$ cat src/rtl/gbc_reg_pkg.sv
// Shared types for the CPU register strobe interface: register indices, request/ALU opcodes, flags.
package gbc_reg_pkg;

    localparam int REG_DW  = 8;
    localparam int REG_NUM = 8;

    typedef enum logic [2:0] {
        REG_A, REG_B, REG_C, REG_D, REG_E, REG_H, REG_L, REG_F
    } reg_idx_e;

    typedef enum logic [1:0] {
        OP_READ, OP_WRITE, OP_RMW, OP_RSVD
    } req_op_e;

    typedef enum logic [2:0] {
        ALU_ADD, ALU_SUB, ALU_AND, ALU_OR, ALU_XOR, ALU_INC, ALU_DEC, ALU_CP
    } alu_op_e;

    typedef struct packed {
        logic z;
        logic n;
        logic h;
        logic c;
    } flags_t;

endpackage

$ cat src/rtl/reg_alu8.sv
// Combinational 8-bit ALU for read-modify-write; produces result and {Z,N,H,C}.
module reg_alu8
    import gbc_reg_pkg::*;
(
    input  logic [7:0] i_opnd,
    input  logic [7:0] i_wdata,
    input  alu_op_e    i_op,
    output logic [7:0] o_result,
    output flags_t     o_flags
);
    logic [7:0] w_b;
    logic [8:0] w_add;
    logic [8:0] w_sub;
    logic [4:0] w_hadd;
    logic [4:0] w_hsub;

    // INC/DEC reuse the add/sub paths with a constant operand of one
    assign w_b    = (i_op == ALU_INC || i_op == ALU_DEC) ? 8'h01 : i_wdata;
    assign w_add  = {1'b0, i_opnd} + {1'b0, w_b};
    assign w_sub  = {1'b0, i_opnd} - {1'b0, w_b};
    assign w_hadd = {1'b0, i_opnd[3:0]} + {1'b0, w_b[3:0]};
    assign w_hsub = {1'b0, i_opnd[3:0]} - {1'b0, w_b[3:0]};

    always_comb begin
        o_result  = '0;
        o_flags   = '0;
        case (i_op)
            ALU_ADD: begin
                o_result  = w_add[7:0];
                o_flags.h = w_hadd[4];
                o_flags.c = w_add[8];
            end
            ALU_SUB, ALU_CP: begin
                o_result  = w_sub[7:0];
                o_flags.n = 1'b1;
                o_flags.h = w_hsub[4];
                o_flags.c = w_sub[8];
            end
            ALU_AND: begin
                o_result  = i_opnd & w_b;
                o_flags.h = 1'b1;
            end
            ALU_OR:  o_result = i_opnd | w_b;
            ALU_XOR: o_result = i_opnd ^ w_b;
            ALU_INC: begin
                o_result  = w_add[7:0];
                o_flags.h = w_hadd[4];
            end
            ALU_DEC: begin
                o_result  = w_sub[7:0];
                o_flags.n = 1'b1;
                o_flags.h = w_hsub[4];
            end
            default: o_result = '0;
        endcase
        o_flags.z = (o_result == 8'h00);
    end

endmodule

$ cat src/rtl/reg_access_ctrl.sv
// Register strobe initiator: sequences read/write/RMW strobes and returns a one-cycle response.
// Optional REG_ACCESS_FLAGS_WB_EN: RMW also writes {Z,N,H,C,4'b0} into F via an extra strobe.
module reg_access_ctrl
    import gbc_reg_pkg::*;
#(
    parameter int NUM_REGS = REG_NUM,
    parameter int DW       = REG_DW
)(
    input  logic                   clk_i,
    input  logic                   rst_i,
    input  logic                   req_valid_i,
    output logic                   req_ready_o,
    input  logic [1:0]             req_op_i,
    input  logic [2:0]             req_reg_i,
    input  logic [2:0]             req_alu_i,
    input  logic [DW-1:0]          req_wdata_i,
    output logic                   rsp_valid_o,
    output logic [DW-1:0]          rsp_data_o,
    output logic [3:0]             rsp_flags_o,
    output logic                   rsp_err_o,
    output logic [NUM_REGS-1:0]    reg_sel_o,
    output logic                   reg_rw_o,
    output logic [DW-1:0]          reg_wdata_o,
    input  logic [NUM_REGS*DW-1:0] reg_rdata_i
);
`ifdef REG_ACCESS_FLAGS_WB_EN
    localparam bit FLG_WB = 1'b1;
`else
    localparam bit FLG_WB = 1'b0;
`endif

    typedef enum logic [2:0] {
        S_IDLE, S_RD_STB, S_RD_CAP, S_ALU, S_WR_STB, S_FLG_STB, S_RESP
    } state_e;

    state_e              r_state;
    req_op_e             r_op;
    reg_idx_e            r_idx;
    alu_op_e             r_alu;
    logic [DW-1:0]       r_wdata;
    logic [DW-1:0]       r_opnd;
    logic [DW-1:0]       r_res;
    flags_t              r_flags;

    logic [DW-1:0]       w_rd;
    logic [DW-1:0]       w_res;
    flags_t              w_flags;
    logic [NUM_REGS-1:0] w_sel;
    logic [NUM_REGS-1:0] w_fsel;

    assign w_rd   = reg_rdata_i[r_idx*DW +: DW];
    assign w_sel  = NUM_REGS'(1) << r_idx;
    assign w_fsel = NUM_REGS'(1) << REG_F;

    reg_alu8 u_alu (
        .i_opnd   (r_opnd),
        .i_wdata  (r_wdata),
        .i_op     (r_alu),
        .o_result (w_res),
        .o_flags  (w_flags)
    );

    always_ff @(posedge clk_i or posedge rst_i) begin
        if (rst_i) begin
            r_state     <= S_IDLE;
            r_op        <= OP_READ;
            r_idx       <= REG_A;
            r_alu       <= ALU_ADD;
            r_wdata     <= '0;
            r_opnd      <= '0;
            r_res       <= '0;
            r_flags     <= '0;
            req_ready_o <= 1'b1;
            rsp_valid_o <= 1'b0;
            rsp_data_o  <= '0;
            rsp_flags_o <= '0;
            rsp_err_o   <= 1'b0;
            reg_sel_o   <= '0;
            reg_rw_o    <= 1'b0;
            reg_wdata_o <= '0;
        end else begin
            case (r_state)
                S_IDLE: begin
                    if (req_valid_i && req_ready_o) begin
                        r_op        <= req_op_e'(req_op_i);
                        r_idx       <= reg_idx_e'(req_reg_i);
                        r_alu       <= alu_op_e'(req_alu_i);
                        r_wdata     <= req_wdata_i;
                        req_ready_o <= 1'b0;
                        case (req_op_e'(req_op_i))
                            OP_READ, OP_RMW: begin
                                r_state   <= S_RD_STB;
                                reg_sel_o <= NUM_REGS'(1) << req_reg_i;
                                reg_rw_o  <= 1'b1;
                            end
                            OP_WRITE: begin
                                r_state     <= S_WR_STB;
                                reg_sel_o   <= NUM_REGS'(1) << req_reg_i;
                                reg_rw_o    <= 1'b0;
                                reg_wdata_o <= req_wdata_i;
                            end
                            default: begin
                                r_state     <= S_RESP;
                                rsp_valid_o <= 1'b1;
                                rsp_err_o   <= 1'b1;
                                rsp_data_o  <= '0;
                                rsp_flags_o <= '0;
                            end
                        endcase
                    end
                end
                S_RD_STB: begin
                    r_state   <= S_RD_CAP;
                    reg_sel_o <= '0;
                    reg_rw_o  <= 1'b0;
                end
                // bank dout is valid one edge after the read strobe, i.e. now
                S_RD_CAP: begin
                    r_opnd <= w_rd;
                    if (r_op == OP_READ) begin
                        r_state     <= S_RESP;
                        rsp_valid_o <= 1'b1;
                        rsp_data_o  <= w_rd;
                        rsp_flags_o <= '0;
                        rsp_err_o   <= 1'b0;
                    end else begin
                        r_state <= S_ALU;
                    end
                end
                S_ALU: begin
                    r_res   <= w_res;
                    r_flags <= w_flags;
                    if (r_alu != ALU_CP) begin
                        r_state     <= S_WR_STB;
                        reg_sel_o   <= w_sel;
                        reg_rw_o    <= 1'b0;
                        reg_wdata_o <= w_res;
                    end else if (FLG_WB) begin
                        r_state     <= S_FLG_STB;
                        reg_sel_o   <= w_fsel;
                        reg_rw_o    <= 1'b0;
                        reg_wdata_o <= DW'({w_flags, 4'b0000});
                    end else begin
                        r_state     <= S_RESP;
                        rsp_valid_o <= 1'b1;
                        rsp_data_o  <= r_opnd;
                        rsp_flags_o <= w_flags;
                        rsp_err_o   <= 1'b0;
                    end
                end
                S_WR_STB: begin
                    reg_sel_o <= '0;
                    if (FLG_WB && r_op == OP_RMW) begin
                        r_state     <= S_FLG_STB;
                        reg_sel_o   <= w_fsel;
                        reg_wdata_o <= DW'({r_flags, 4'b0000});
                    end else begin
                        r_state     <= S_RESP;
                        rsp_valid_o <= 1'b1;
                        rsp_err_o   <= 1'b0;
                        rsp_data_o  <= (r_op == OP_WRITE) ? r_wdata : r_res;
                        rsp_flags_o <= (r_op == OP_WRITE) ? 4'b0000 : r_flags;
                    end
                end
                S_FLG_STB: begin
                    r_state     <= S_RESP;
                    reg_sel_o   <= '0;
                    rsp_valid_o <= 1'b1;
                    rsp_err_o   <= 1'b0;
                    rsp_data_o  <= (r_alu == ALU_CP) ? r_opnd : r_res;
                    rsp_flags_o <= r_flags;
                end
                S_RESP: begin
                    r_state     <= S_IDLE;
                    rsp_valid_o <= 1'b0;
                    req_ready_o <= 1'b1;
                end
                default: begin
                    r_state     <= S_IDLE;
                    reg_sel_o   <= '0;
                    rsp_valid_o <= 1'b0;
                    req_ready_o <= 1'b1;
                end
            endcase
        end
    end

endmodule

$ cat config.mk
export PLATFORM = sky130hd
export DESIGN_NAME = reg_access_ctrl
export DESIGN_NICKNAME = d
export VERILOG_FILES = /design/src/rtl/gbc_reg_pkg.sv /design/src/rtl/reg_alu8.sv /design/src/rtl/reg_access_ctrl.sv
export SDC_FILE = /design/constraint.sdc
export NUM_CORES = 1
export LEC_CHECK = 0
export CORE_MARGIN = 3
export CORE_UTILIZATION = 35
export DETAILED_ROUTE_END_ITERATION = 16
export PLACE_DENSITY = 0.59
export RECOVER_POWER = 25
export SLEW_MARGIN = 20
export SYNTH_ARGS = -nofsm -noshare
export SYNTH_HDL_FRONTEND = slang
export SYNTH_SLANG_ARGS = --single-unit
$ cat constraint.sdc
create_clock -name clk_i -period 4.7 [get_ports clk_i]
set_clock_uncertainty 0.05 [all_clocks]
set_input_delay 0.94 -clock clk_i [delete_from_list [all_inputs] [get_ports clk_i]]
set_output_delay 0.94 -clock clk_i [all_outputs]
set_load 0.01 [all_outputs]
* Word level (Yosys, flattened, before mapping)
Index checks and enable logic that the tools add are counted.
** Word-level totals
- Word-level logic and storage cells :: 129
- Output and inout port bits :: 32
- Flip-flop bits (word level) :: 71
** Operators by class
- Reduce and logical (&&, ||, !) cells :: 27
- Add/subtract/negate cells :: 4
- Shifts and indexed selects :: 3
- Multiplexer cells :: 45
- Bitwise logic cells :: 6
- Equality and inequality tests :: 25
** Operator list (count)
- 8-bit two-way mux :: 13
- 8-bit one-hot mux with 5 select lines :: 2
- 64-bit by 7-bit variable part select with 8-bit output :: 1
- 8-bit one-hot mux with 3 select lines :: 1
- 3-bit == test, second input constant :: 7
- 4-bit two-way mux :: 5
- 4-bit one-hot mux with 5 select lines :: 1
- 8-bit one-hot mux with 2 select lines :: 1
- 1-bit by 3-bit left shift with 8-bit output, first input constant :: 2
- 3-bit one-hot mux with 5 select lines :: 1
- 5-bit AND reduction :: 3
- 3-bit by 2-bit == test with 1-bit output, second input constant :: 4
- 2-bit inequality test, second input constant :: 6
- 4-bit AND reduction :: 3
- 1-bit two-way mux :: 10
- 2-bit OR reduction :: 5
- 8-bit by 8-bit adder with 9-bit output :: 1
- 8-bit by 8-bit subtractor with 9-bit output :: 1
- 8-bit AND :: 1
- 8-bit logical NOT :: 1
- 8-bit OR :: 1
- 8-bit XOR :: 1
- 3-bit by 1-bit == test with 1-bit output, second input constant :: 2
- 3-bit logical NOT :: 2
- 25 further kinds :: 35

* Depth between registers and ports, before layout
- Depth after elaboration :: 8
- Mapped depth :: 16
- Gate-level depth less buffers :: 14

* By module
A second synthesis with hierarchy kept.
** Unflattened totals
- Cells, all modules :: 626
- Area, all modules :: 5474.0 um2
** Modules (own cells, without submodules)
- reg_access_ctrl :: area each 3853.7 um2, instances 1, cells each 396
- reg_alu8 :: area each 1620.3 um2, instances 1, cells each 230

* Least setup slack after synthesis
OpenSTA, ideal clock, no wires.
- Kind :: flip-flop to flip-flop
- Start point :: register r_alu[1]
- End point :: register reg_wdata_o[4]
- Stages on the path, launching flop included :: 15
- Arrival time :: 3064 ps
- Period minus slack after synthesis :: 3239 ps
- Setup slack :: 1461 ps
- Path buffers :: 2
- Setup time :: 125 ps
- Cell sequence :: dfrtp_1 buf_4 buf_4 xor2_1 nand2_1 nand2b_1 ha_1 fa_1 nor3b_4 nor3_1 a31o_1 a221o_1 o311ai_1 o21ai_1 mux2_2
** On the way
- Word-level cells in the longest chain between the ends :: 7
- Elaborated cells on any way between the ends :: 23
- Those cells by class :: add/sub: 2; eq/ne: 9; mux: 4; bitwise: 3; reduce/logical: 5
** RTL lines
- from (decl) :: line reg_access_ctrl.sv:39 : alu_op_e r_alu;
- from (signal assigned) :: line reg_access_ctrl.sv:87 : r_alu <= alu_op_e'(req_alu_i);
- 3-bit == test :: line reg_alu8.sv:18, reg_alu8.sv:27
- 1-bit logical OR :: line reg_alu8.sv:18 : assign w_b = (i_op == ALU_INC || i_op == ALU_DEC) ? 8'h01 : i_wdata;
- 8-bit two-way mux :: line reg_alu8.sv:18
- 8-bit by 8-bit subtractor with 9-bit output, or another cell as far along :: line reg_alu8.sv:20 : assign w_sub = {1'b0, i_opnd} - {1'b0, w_b};
- 8-bit one-hot mux with 5 select lines :: line reg_alu8.sv:27 : case (i_op)
- 8-bit two-way mux :: line reg_access_ctrl.sv:133 : if (r_alu != ALU_CP) begin
- 8-bit one-hot mux with 2 select lines :: line reg_access_ctrl.sv:82 : case (r_state)
- to (signal assigned) :: line reg_access_ctrl.sv:100 : reg_wdata_o <= req_wdata_i;
- to (signal assigned) :: line reg_access_ctrl.sv:137 : reg_wdata_o <= w_res;
- to (signal assigned) :: line reg_access_ctrl.sv:142 : reg_wdata_o <= DW'({w_flags, 4'b0000});
- to (decl) :: line reg_access_ctrl.sv:23 : output logic [DW-1:0] reg_wdata_o,
Parallel ways exist; a longest one is shown, timed or not. The select of a mux whose other input is x is not followed.
A chain may end at the register's enable or synchronous reset.

* Final worst setup path
- Start point :: register r_alu[2]
- End point :: register r_flags[3] in the netlist's numbering
** On the way
- Word-level cells in the longest chain between the ends :: 6
- Elaborated cells on any way between the ends :: 19
- Those cells by class :: add/sub: 2; eq/ne: 7; mux: 2; bitwise: 3; reduce/logical: 5
** RTL lines
- 3-bit == test :: line reg_alu8.sv:18, reg_alu8.sv:27
- 1-bit logical OR :: line reg_alu8.sv:18
- 8-bit two-way mux :: line reg_alu8.sv:18
- 8-bit by 8-bit subtractor with 9-bit output, or another cell as far along :: line reg_alu8.sv:20
- 8-bit one-hot mux with 5 select lines (*) :: line reg_alu8.sv:27
- 8-bit logical NOT (*) :: line reg_alu8.sv:56 : o_flags.z = (o_result == 8'h00);
- to (signal assigned) :: line reg_access_ctrl.sv:132 : r_flags <= w_flags;
- to (decl) :: line reg_access_ctrl.sv:43 : flags_t r_flags;
Every way passes the cells marked *; elsewhere a longest branch is shown, timed or not.

==> flow_summary.toml <==
[outcome]
status = "complete, no violations"

[worst_setup_path]
cp-start-kind = "register"
cpLargestDelayFamily = "simple AND/OR/NAND/NOR gates"
crit_type = "register to register"
path_cells = "nand2_1 -> nand2_1 -> inv_1 -> fa_1 -> nor3b_4 -> nor3_1 -> a31o_1 -> a221o_1 -> o311ai_1 -> nand4_1 -> o21ai_1"
crit_path_end_kind = "register"
max_stage_delay_ns = 0.64
path_max_fanout = 16
cpMaxStageDelayCell = "dfrtp_1"
worst_ep_required_time_ns = 4.90
arrival_ns = 3.81
crit_buf_inv = 1
reg2reg_setup_slack_ns = 1.09
critPathMostFrequentCell = "nand2_1"

[sta]
slew_viol_final = 0
period_share_pct = 76.8
final_hold_viol_count = 0
fin_tns_setup_ns = 0
setup_viol = 0
fmax_ghz = 0.277
final.min_clock_period_ns = 3.61
tightest_slew_ns = 1.30
rsz0062_at_grt = "no"
setup_slack_ns = 1.09
slew_headroom_pct = 12.9

[logic_synthesis]
ys_ff_latch = 71
synth_top_cells_by_count = "dfrtp_1, nand2_1, nor2_1"
synth.cell_area_um2 = 5300
synth_edf_count = 0
yosysSeqAreaShare_pct = 33.6
syn_inst = 552
synth_nets = 670
netlist_top_cells_area = "dfrtp_1, ha_1, mux4_2"
yosysTopAreaCell = "dfrtp_1"
synthFlopType = "dfrtp_1"
synth.most_common_cell = "dfrtp_1"
postSynth.asyncResetShare_pct = 100
synth_cell_type_count = 72
yosysWarnings = 0
synth_top_area_share_pct = 33.1
synth.avg_cell_area_um2 = 9.60

[floorplanning]
rows = 44
die_h_um = 129
die_w_um = 129
io_pins = 115
start_util_pct = 36.0
die_area_um2 = 16700
core_um2 = 14700

[detailed_routing]
dr.pass1.iters = 8
ant_nets = 0
wl_met1_um = 6910
wl_per_cell_um = 18.2
met2_length_um = 7180
highest_layer = "met4"
wirelength_um = 15300
vias = 4674
via_per_inst = 5.55
remaining_drc_errors = 0
drt_iter0_drc = 437
dr_wl_met3_um = 986

[cts]
numCtsBuffers = 9
cts_tree = "done"
clock_sinks = 71
clk_pin_slew_ns = 0.06
cts_hold_buf = 0
clockBufferDepth = 2
clkLatencyLatePin_ns = 0.33
htreeDepth = 3
cts_resized = 0
cts_setup_buffers = 0
cts_root_buf = "clkbuf_16"

[power]
pwr_density_cell_nw_per_um2 = 224
max-vdd-ir-drop_uv = 197
power_leakage_uw = 0.00298

[cells_and_area]
area_growth_pct = 30.1
nets = 771
regArea_um2 = 1780
fillers = 1391
drive_above_1_share_pct = 12.3
antennaDiodeCount = 0
multi_input_area_um2 = 3250

[placement]
portBuffers = 114
hpwl_um = 12000
place_ws_ns = 1.16
place_congestion = 0.894

[grt]
antenna_found_initial = 0
grt_overflow = 0
grt_max_degree = 38
grt_pass1_wl_um = 24600
grt_pass1_vias = 4729
track_usage_pct = 18.8

[hold_path]
hold_path_class = "register to register"

[job]
drv_cap = 0
[state kept, by name, summed over array words and instances, names as in the netlist]
signal       flops
r_opnd           8
r_res            8
r_wdata          8
reg_sel_o        8
reg_wdata_o      8
rsp_data_o       8
r_flags          4
rsp_flags_o      4
r_alu            3
r_idx            3
r_state          3
r_op             2
reg_rw_o         1
req_ready_o      1
rsp_err_o        1
rsp_valid_o      1
[worst register-to-register path: cells and delay by family (launching register included)]
family	cells	cell delay (ns)
AOI/OAI and AO/OA	4	0.89
and+or+nand+nor	5	1.31
adders and majority gates	1	0.51
buffers and inverters	1	0.14
DFF	1	0.64
[cell families (layout without fill, tap and decap cells)]
group	count (synthesis)	after routing	share of synthesized area (%)
DFF	71	71	33.6
buffers and inverters	58	164	5.10
muxes	47	47	13.1
xor gates and xnor gates	10	10	1.65
and+or+nand+nor	175	175	16.1
AOI/OAI and AO/OA	156	156	22.0
adders and majority gates	35	35	8.55
[stage by stage]
stage | utilization [%] | std cells | area [um2] | hold slack, ns | total power, uW
after global routing | 46.9 | 842 | 6890 | 0.455 | 1600
after floorplan | - | 552 | 5300 | 0.397 | 699
after CTS | 46.9 | 842 | 6890 | 0.431 | 1560
after detailed placement | 44.6 | 826 | 6550 | 0.418 | 792
after global placement | 44.6 | 826 | 6550 | 0.411 | 790
final | 46.9 | 842 | 6890 | 0.428 | 1540
[power by group]
group          internal (uW)  switching (uW)
combinational           94.5            61.0
sequential               615            7.23
clock                    509             256
[cells in the final DEF (no fill, tap or decap), types with 15 or more instances in the layout]
cell type	Yosys	routed
clkdlybuf4s50_1	0	106
dfrtp_1	70	69
nand2_1	57	57
nor2_1	44	44
ha_1	33	33
inv_1	25	25
a21o_1	20	20
mux2_2	19	19
a21oi_1	17	17
mux4_2	16	16
o21ai_0	15	15
[final cells by class]
type,instances,share of cell area [%]
Clock buffer,12,3.87
Timing Repair Buffer,120,17.2
Sequential cell,71,25.8
Multi-Input combinational cell,423,47.2
Inverter,28,1.52
Clock inverter,4,1.11
Tap cell,184,3.34
[worst paths after layout]
check	cells past startpoint	start	to
worst max-delay path	11	r_alu[2]	r_flags[3]
max in group asynchronous	3	rst_i	req_ready_o
worst max register to register	11	r_alu[2]	r_flags[3]
min in group asynchronous	2	rst_i	rsp_data_o[0]
worst min register to register	1	reg_wdata_o[0]	reg_wdata_o[0]
worst min-delay path	1	reg_wdata_o[0]	reg_wdata_o[0]
[routing by layer]
| layer | global-route usage (%) | vias up |
|---|---|---|
| met5 | 0 | - |
| met4 | 4.45 | 0 |
| met3 | 4.29 | 19 |
| met2 | 31.1 | 178 |
| met1 | 25.2 | 2253 |
| li1 | - | 2224 |
(Power assumes the default switching activity.)
